[src/rtl/pmod_input_conditioner.sv]
// Multi-channel Pmod pin conditioner: synchroniser, counter debounce, rise/fall pulses.
// Build option PMOD_LED_TOGGLE_EN turns each led into a toggle register driven by rise.
module pmod_input_conditioner #(
  parameter int CHANNELS        = 8,
  parameter int DEBOUNCE_CYCLES = 1000000,
  parameter int SYNC_STAGES     = 2
) (
  input  logic                clk,
  input  logic                rst_n,
  input  logic [CHANNELS-1:0] ja,
  output logic [CHANNELS-1:0] led,
  output logic [CHANNELS-1:0] rise,
  output logic [CHANNELS-1:0] fall
);

  localparam int              CNT_W   = (DEBOUNCE_CYCLES < 2) ? 1 : $clog2(DEBOUNCE_CYCLES + 1);
  localparam logic [CNT_W-1:0] CNT_MAX = CNT_W'(DEBOUNCE_CYCLES - 1);

  genvar gi;
  generate
    for (gi = 0; gi < CHANNELS; gi++) begin : g_ch
      logic [SYNC_STAGES-1:0] r_sync;
      logic [CNT_W-1:0]       r_cnt;
      logic                   r_state;
      logic                   r_rise;
      logic                   r_fall;
      logic                   w_sync_out;
      logic                   w_differ;
      logic                   w_accept;

      always_ff @(posedge clk or negedge rst_n) begin
        if (!rst_n) begin
          r_sync <= '0;
        end else begin
          r_sync <= {r_sync[SYNC_STAGES-2:0], ja[gi]};
        end
      end

      assign w_sync_out = r_sync[SYNC_STAGES-1];
      assign w_differ   = (w_sync_out != r_state);
      assign w_accept   = w_differ && (r_cnt == CNT_MAX);

      // Counter only runs while the synchronised pin disagrees with the accepted level.
      always_ff @(posedge clk or negedge rst_n) begin
        if (!rst_n) begin
          r_cnt   <= '0;
          r_state <= 1'b0;
          r_rise  <= 1'b0;
          r_fall  <= 1'b0;
        end else begin
          r_rise <= 1'b0;
          r_fall <= 1'b0;
          if (!w_differ) begin
            r_cnt <= '0;
          end else if (w_accept) begin
            r_cnt   <= '0;
            r_state <= w_sync_out;
            r_rise  <= w_sync_out;
            r_fall  <= ~w_sync_out;
          end else begin
            r_cnt <= r_cnt + 1'b1;
          end
        end
      end

      assign rise[gi] = r_rise;
      assign fall[gi] = r_fall;

`ifdef PMOD_LED_TOGGLE_EN
      logic r_led;

      // Toggles on the same edge that raises rise, so led and rise change together.
      always_ff @(posedge clk or negedge rst_n) begin
        if (!rst_n) begin
          r_led <= 1'b0;
        end else if (w_accept && w_sync_out) begin
          r_led <= ~r_led;
        end
      end

      assign led[gi] = r_led;
`else
      assign led[gi] = r_state;
`endif
    end
  endgenerate

endmodule

[config.mk]
export PLATFORM = sky130hd
export DESIGN_NAME = pmod_input_conditioner
export DESIGN_NICKNAME = d
export VERILOG_FILES = /design/src/rtl/pmod_input_conditioner.sv
export SDC_FILE = /design/constraint.sdc
export NUM_CORES = 1
export LEC_CHECK = 0
export CAP_MARGIN = 25
export CORE_AREA = 2 2 182 184
export CTS_BUF_LIST = sky130_fd_sc_hd__clkbuf_8
export DETAILED_ROUTE_END_ITERATION = 16
export DIE_AREA = 0 0 184 186
export PLACE_DENSITY = 0.43
export REMOVE_ABC_BUFFERS = 1
export SYNTH_ARGS = -nofsm -noshare
export SYNTH_HDL_FRONTEND = slang
export SYNTH_SLANG_ARGS = --single-unit
[constraint.sdc]
create_clock -name clk -period 3.4 [get_ports clk]
set_clock_uncertainty 0.15 [all_clocks]
set_input_delay 0.68 -clock clk [delete_from_list [all_inputs] [get_ports clk]]
set_output_delay 0.68 -clock clk [all_outputs]
set_load 0.02 [all_outputs]
# After elaboration in Yosys (flattened, before gate mapping)
# Cells that the tools add are included.
word_totals:
  ff_bits: 200
  input_bits: 10
  out_inout_bits: 24
  wordCells: 136
op_classes:
  n_addsub: 8
  eq_ne: 16
  n_mux: 48
  bitwise_logic: 8
  n_reduce_logical: 16
op_table:
  columns: ["operator", "n"]
  rows:
  - ["two-way mux 20 bit", 16]
  - ["adder 20 x 1 -> 20 bit (second input constant)", 8]
  - ["equality test 20 bit (second input constant)", 8]
  - ["two-way mux 1 bit", 32]
  - ["AND reduction 2 bit", 8]
  - ["logical AND 1 bit", 8]
  - ["!= test 1 bit", 8]
  - ["inverter 1 bit", 8]

# Depth between registers and ports, before layout
logic_depth:
  word_depth: 4
  depth_mapped: 6

# Worst setup path after synthesis
# OpenSTA, ideal clock, no wires.
synth_path:
  kind: "reg2reg"
  startpoint: "register g_ch[2].r_cnt[15]"
  endpoint: "register g_ch[2].r_state"
  arrival_time_ns: 1.967
  slack_ns: 1.158
  stages_incl_launch_ff: 5
  n_path_buf: 0
  period_less_slack_ns: 2.242
  path_cell_list: "dfrtp_1 or4b_1 or4_4 or2_4 mux2_4"
synth_via:
  elab_chain_len: 3
synth_rtl:
  columns: ["item", "line_no", "text"]
  rows:
  - ["from (decl)", "23", "logic [CNT_W-1:0] r_cnt;"]
  - ["from (signal assigned)", "61", "r_cnt <= r_cnt + 1'b1;"]
  - ["equality test 20 bit", "41", "assign w_accept = w_differ && (r_cnt == CNT_MAX);"]
  - ["logical AND 1 bit", "41", null]
  - ["AND reduction 2 bit (no line)", null, null]
  - ["to (signal assigned)", "57", "r_state <= w_sync_out;"]
  - ["to (decl)", "24", "logic r_state;"]
# No other way between the ends.
# A chain may end at the register's enable or synchronous reset.

# Worst setup path after layout
layout_path:
  startpoint: "register g_ch[0].r_state"
  endpoint: "output port led[0]"
layout_lines:
  columns: ["item", "line_no", "text"]
  rows:
  - ["from (decl)", "24", null]
  - ["from (signal assigned)", "57", null]
  - ["to (decl)", "11", "output logic [CHANNELS-1:0] led,"]
# No word-level cell between the ends.

==> results.toml <==
[critical_path]
crit_path_end = "led[0]"
end_kind = "primary output"
crit_cells = 1
start_kind = "register"
cp-startpoint = "g_ch[0].r_state$_DFFE_PN0P_"
critPathKind = "register to primary output"
critical_path_required_ps = 2570
cp_top_family = "buffers and inverters"
reg2reg_depth = 4
cp_slowest_cell = "clkdlybuf4s50_1"
critPathMaxStageDelay_ps = 660
ff2ff_setup_slack_ps = 1060
r2r-start = "g_ch[2].r_cnt[8]$_DFF_PN0_"
cp_num_buf_inv = 1
timing.rr.end = "g_ch[2].r_cnt[14]$_DFF_PN0_"
crit_fanout = 5
cp.arrival_ps = 1570
worstPathCellList = "clkdlybuf4s50_1"

[global_routing]
gr-total-overflow = 0
grt_start_max_net_pins = 69
grt_pass1_wl_um = 33800
antenna_found_initial = 0
grt_pass1_vias = 6855
grtUsageTotal = 0.121

[floorplan]
row_count = 66
coreArea_um2 = 32200
die_width_um = 184
die_area_um2 = 34200
io_pins = 34
die_height_um = 186
initial_core_util = 0.296

[clocking]
clkTransAtPathRegs_ps = 100
htree_levels = 4
cts_tree = "done"
clock_latency_ps = 480
clock_sinks = 200
cts_buffer_depth = 2
cts-resized-gates = 0
numCtsBuffers = 17
cts_root_buffer = "clkbuf_8"

[detailed_routing]
met3RoutedLength_um = 450
wl_per_cell_um = 13.7
vias_per_cell = 4.88
ant_nets = 0
num_vias = 6718
top_layer_used = "met4"
firstDrtPassIters = 4
post-route-drc-count = 0
wirelength_met1_um = 9500
drt_iter0_drc = 341
wl_um = 18900
routed-wl-met2_um = 8660

[pwr]
p_comb_frac = 0.037
p_sw_frac = 0.254
vdd_drop_max_uv = 205
p_seq_frac = 0.591
clkPwrFrac = 0.372
p_leak_uw = 0.00419
p_int_uw = 3080
p_per_area_nw_per_um2 = 388
switchingPower_uw = 1050

[finish]
final_common_cell = "dfrtp_1"
drive_gt1_frac = 0.0764
synthToLayoutAreaGrowth_pct = 11.3
postLayoutCellArea_um2 = 10600
mostFrequentLayoutCells = "dfrtp_1 (200), nor2_1 (119), nand3_1 (56), xnor2_1 (56), nand2_1 (55)"
diodes = 0
fin_nets = 974
layout.cells.non_filler = 1376
utilization = 0.330

[synthesis]
synth_area_um2 = 9550
synth_edf_count = 0
synth_fa_ha_area_frac = 0.0105
synth_top_cell_by_area = "dfrtp_1"
synth_top_area_share = 0.524
synthFlopType = "dfrtp_1"
synthCells = 936
ys_warn_count = 0
ys_ff_latch = 200
synth-simple-area-share = 0.261
synth_xor_area_frac = 0.0972
synthArstFlopShare = 1.00
synthTopCellsByArea = "dfrtp_1 (52%), xnor2_1 (5.1%), nor2_1 (4.7%)"
synth-seq-area-share = 0.524
syn_avg_cell_area_um2 = 10.2
synth_compound_area_frac = 0.0619
synth_top_family_by_area = "simple AND/OR/NAND/NOR gates"
yosys.cell_types.count = 52
muxShareOfSynthArea = 0.0109

[sta]
max_slew_margin = 0.524
setup_ws_ps = 1000
fin_tns_setup_ps = 0
drv_slew = 0
worst_pin_slew_ps = 710
setup_viol = 0
finalCritPeriodShare = 0.705
fmax_mhz = 417
fin_crit_ps = 2400
hold_violations = 0
rsz0062_at_grt = "no"

[place]
place.gp.congestion = 0.738
detailed_place.area_um2 = 10200
hpwl_um = 12600
io_buffers = 33
pre_cts_ws_ps = 1040
dp_cells = 1344

[flow_run]
maxCapViolations = 0

[min_path]
hold_depth = 0
min_path_type = "register to register"

[outcome]
status = "finished clean"
==> what timing repair did <==
item | CTS | global route
endpoints found under the setup margin | 0 | 0
setup buffers | 0 | 0
hold buffers | 1 | 0
hold endpoints to repair | 19 | 0
==> logic make-up after synthesis <==
| group | Yosys count |
|---|---|
| and+or+nand+nor | 453 |
| DFF | 200 |
| xor gates and xnor gates | 106 |
| AOI/OAI and AO/OA | 98 |
| buffers and inverters | 62 |
| muxes | 9 |
| adders and majority gates | 8 |
==> per-stage QoR <==
| stage | total power (uW) | hold WS [ps] |
|---|---|---|
| floorplan | 2540 | 181 |
| global placement | 2650 | 182 |
| detailed placement | 2650 | 185 |
| CTS | 4220 | 209 |
| global route | 4340 | 212 |
| finish | 4130 | 205 |
==> worst min-delay path by stage <==
stage | startpoint | to
floorplan | g_ch[0].r_sync[0]$_DFF_PN0_ | g_ch[0].r_sync[1]$_DFF_PN0_
global placement | g_ch[2].r_sync[0]$_DFF_PN0_ | g_ch[2].r_sync[1]$_DFF_PN0_
detailed placement | g_ch[1].r_sync[0]$_DFF_PN0_ | g_ch[1].r_sync[1]$_DFF_PN0_
CTS | g_ch[0].r_sync[0]$_DFF_PN0_ | g_ch[0].r_sync[1]$_DFF_PN0_
global route | g_ch[0].r_sync[0]$_DFF_PN0_ | g_ch[0].r_sync[1]$_DFF_PN0_
finish | g_ch[0].r_sync[0]$_DFF_PN0_ | g_ch[0].r_sync[1]$_DFF_PN0_
==> state kept, by name, indices dropped and copies added (netlist names) <==
name          cells
g_ch.r_state      8
g_ch.r_rise       8
g_ch.r_sync      16
g_ch.r_cnt      160
g_ch.r_fall       8
==> metal layers <==
metal  vias up  track usage
met5         -            0
met4         0       0.0368
met3        19       0.0260
met2        59        0.194
met1      3279        0.162
li1       3361            -
==> final cells by class <==
type / count / area [um2]
Clock buffer: 18 / 248
Clock inverter: 13 / 138
Fill cell: 3337 / 21600
Inverter: 18 / 67.6
Multi-Input combinational cell: 674 / 4210
Sequential cell: 200 / 5000
Tap cell: 408 / 510
Timing Repair Buffer: 45 / 453
==> worst register-to-register path: stages, from the launching register on <==
cell and delay [ps]:
dfrtp_1 430, or4b_1 500, or4_4 560, o21ai_4 450
nor2_1 120
==> cell usage after synthesis, drive strengths merged, types with 27 or more instances <==
| library cell | n |
|---|---|
| xnor2 | 56 |
| or4 | 30 |
| nand3 | 56 |
| dfrtp | 200 |
| nor2 | 119 |
| buf | 27 |
| o21ai | 29 |
| a21oi | 46 |
| nand4 | 40 |
| and3 | 28 |
| nand2 | 55 |
| xor2 | 50 |
| or3 | 31 |
==> power groups by stage <==
| stage | clock [uW] | combinational [uW] | sequential, uW |
|---|---|---|---|
| finish | 1530 | 152 | 2440 |
| global route | 1710 | 180 | 2450 |
| CTS | 1610 | 163 | 2440 |
| detailed placement | 0 | 161 | 2490 |
| global placement | 0 | 162 | 2490 |
| floorplan | 0 | 62.0 | 2480 |
Power figures use the tool's default switching activity.
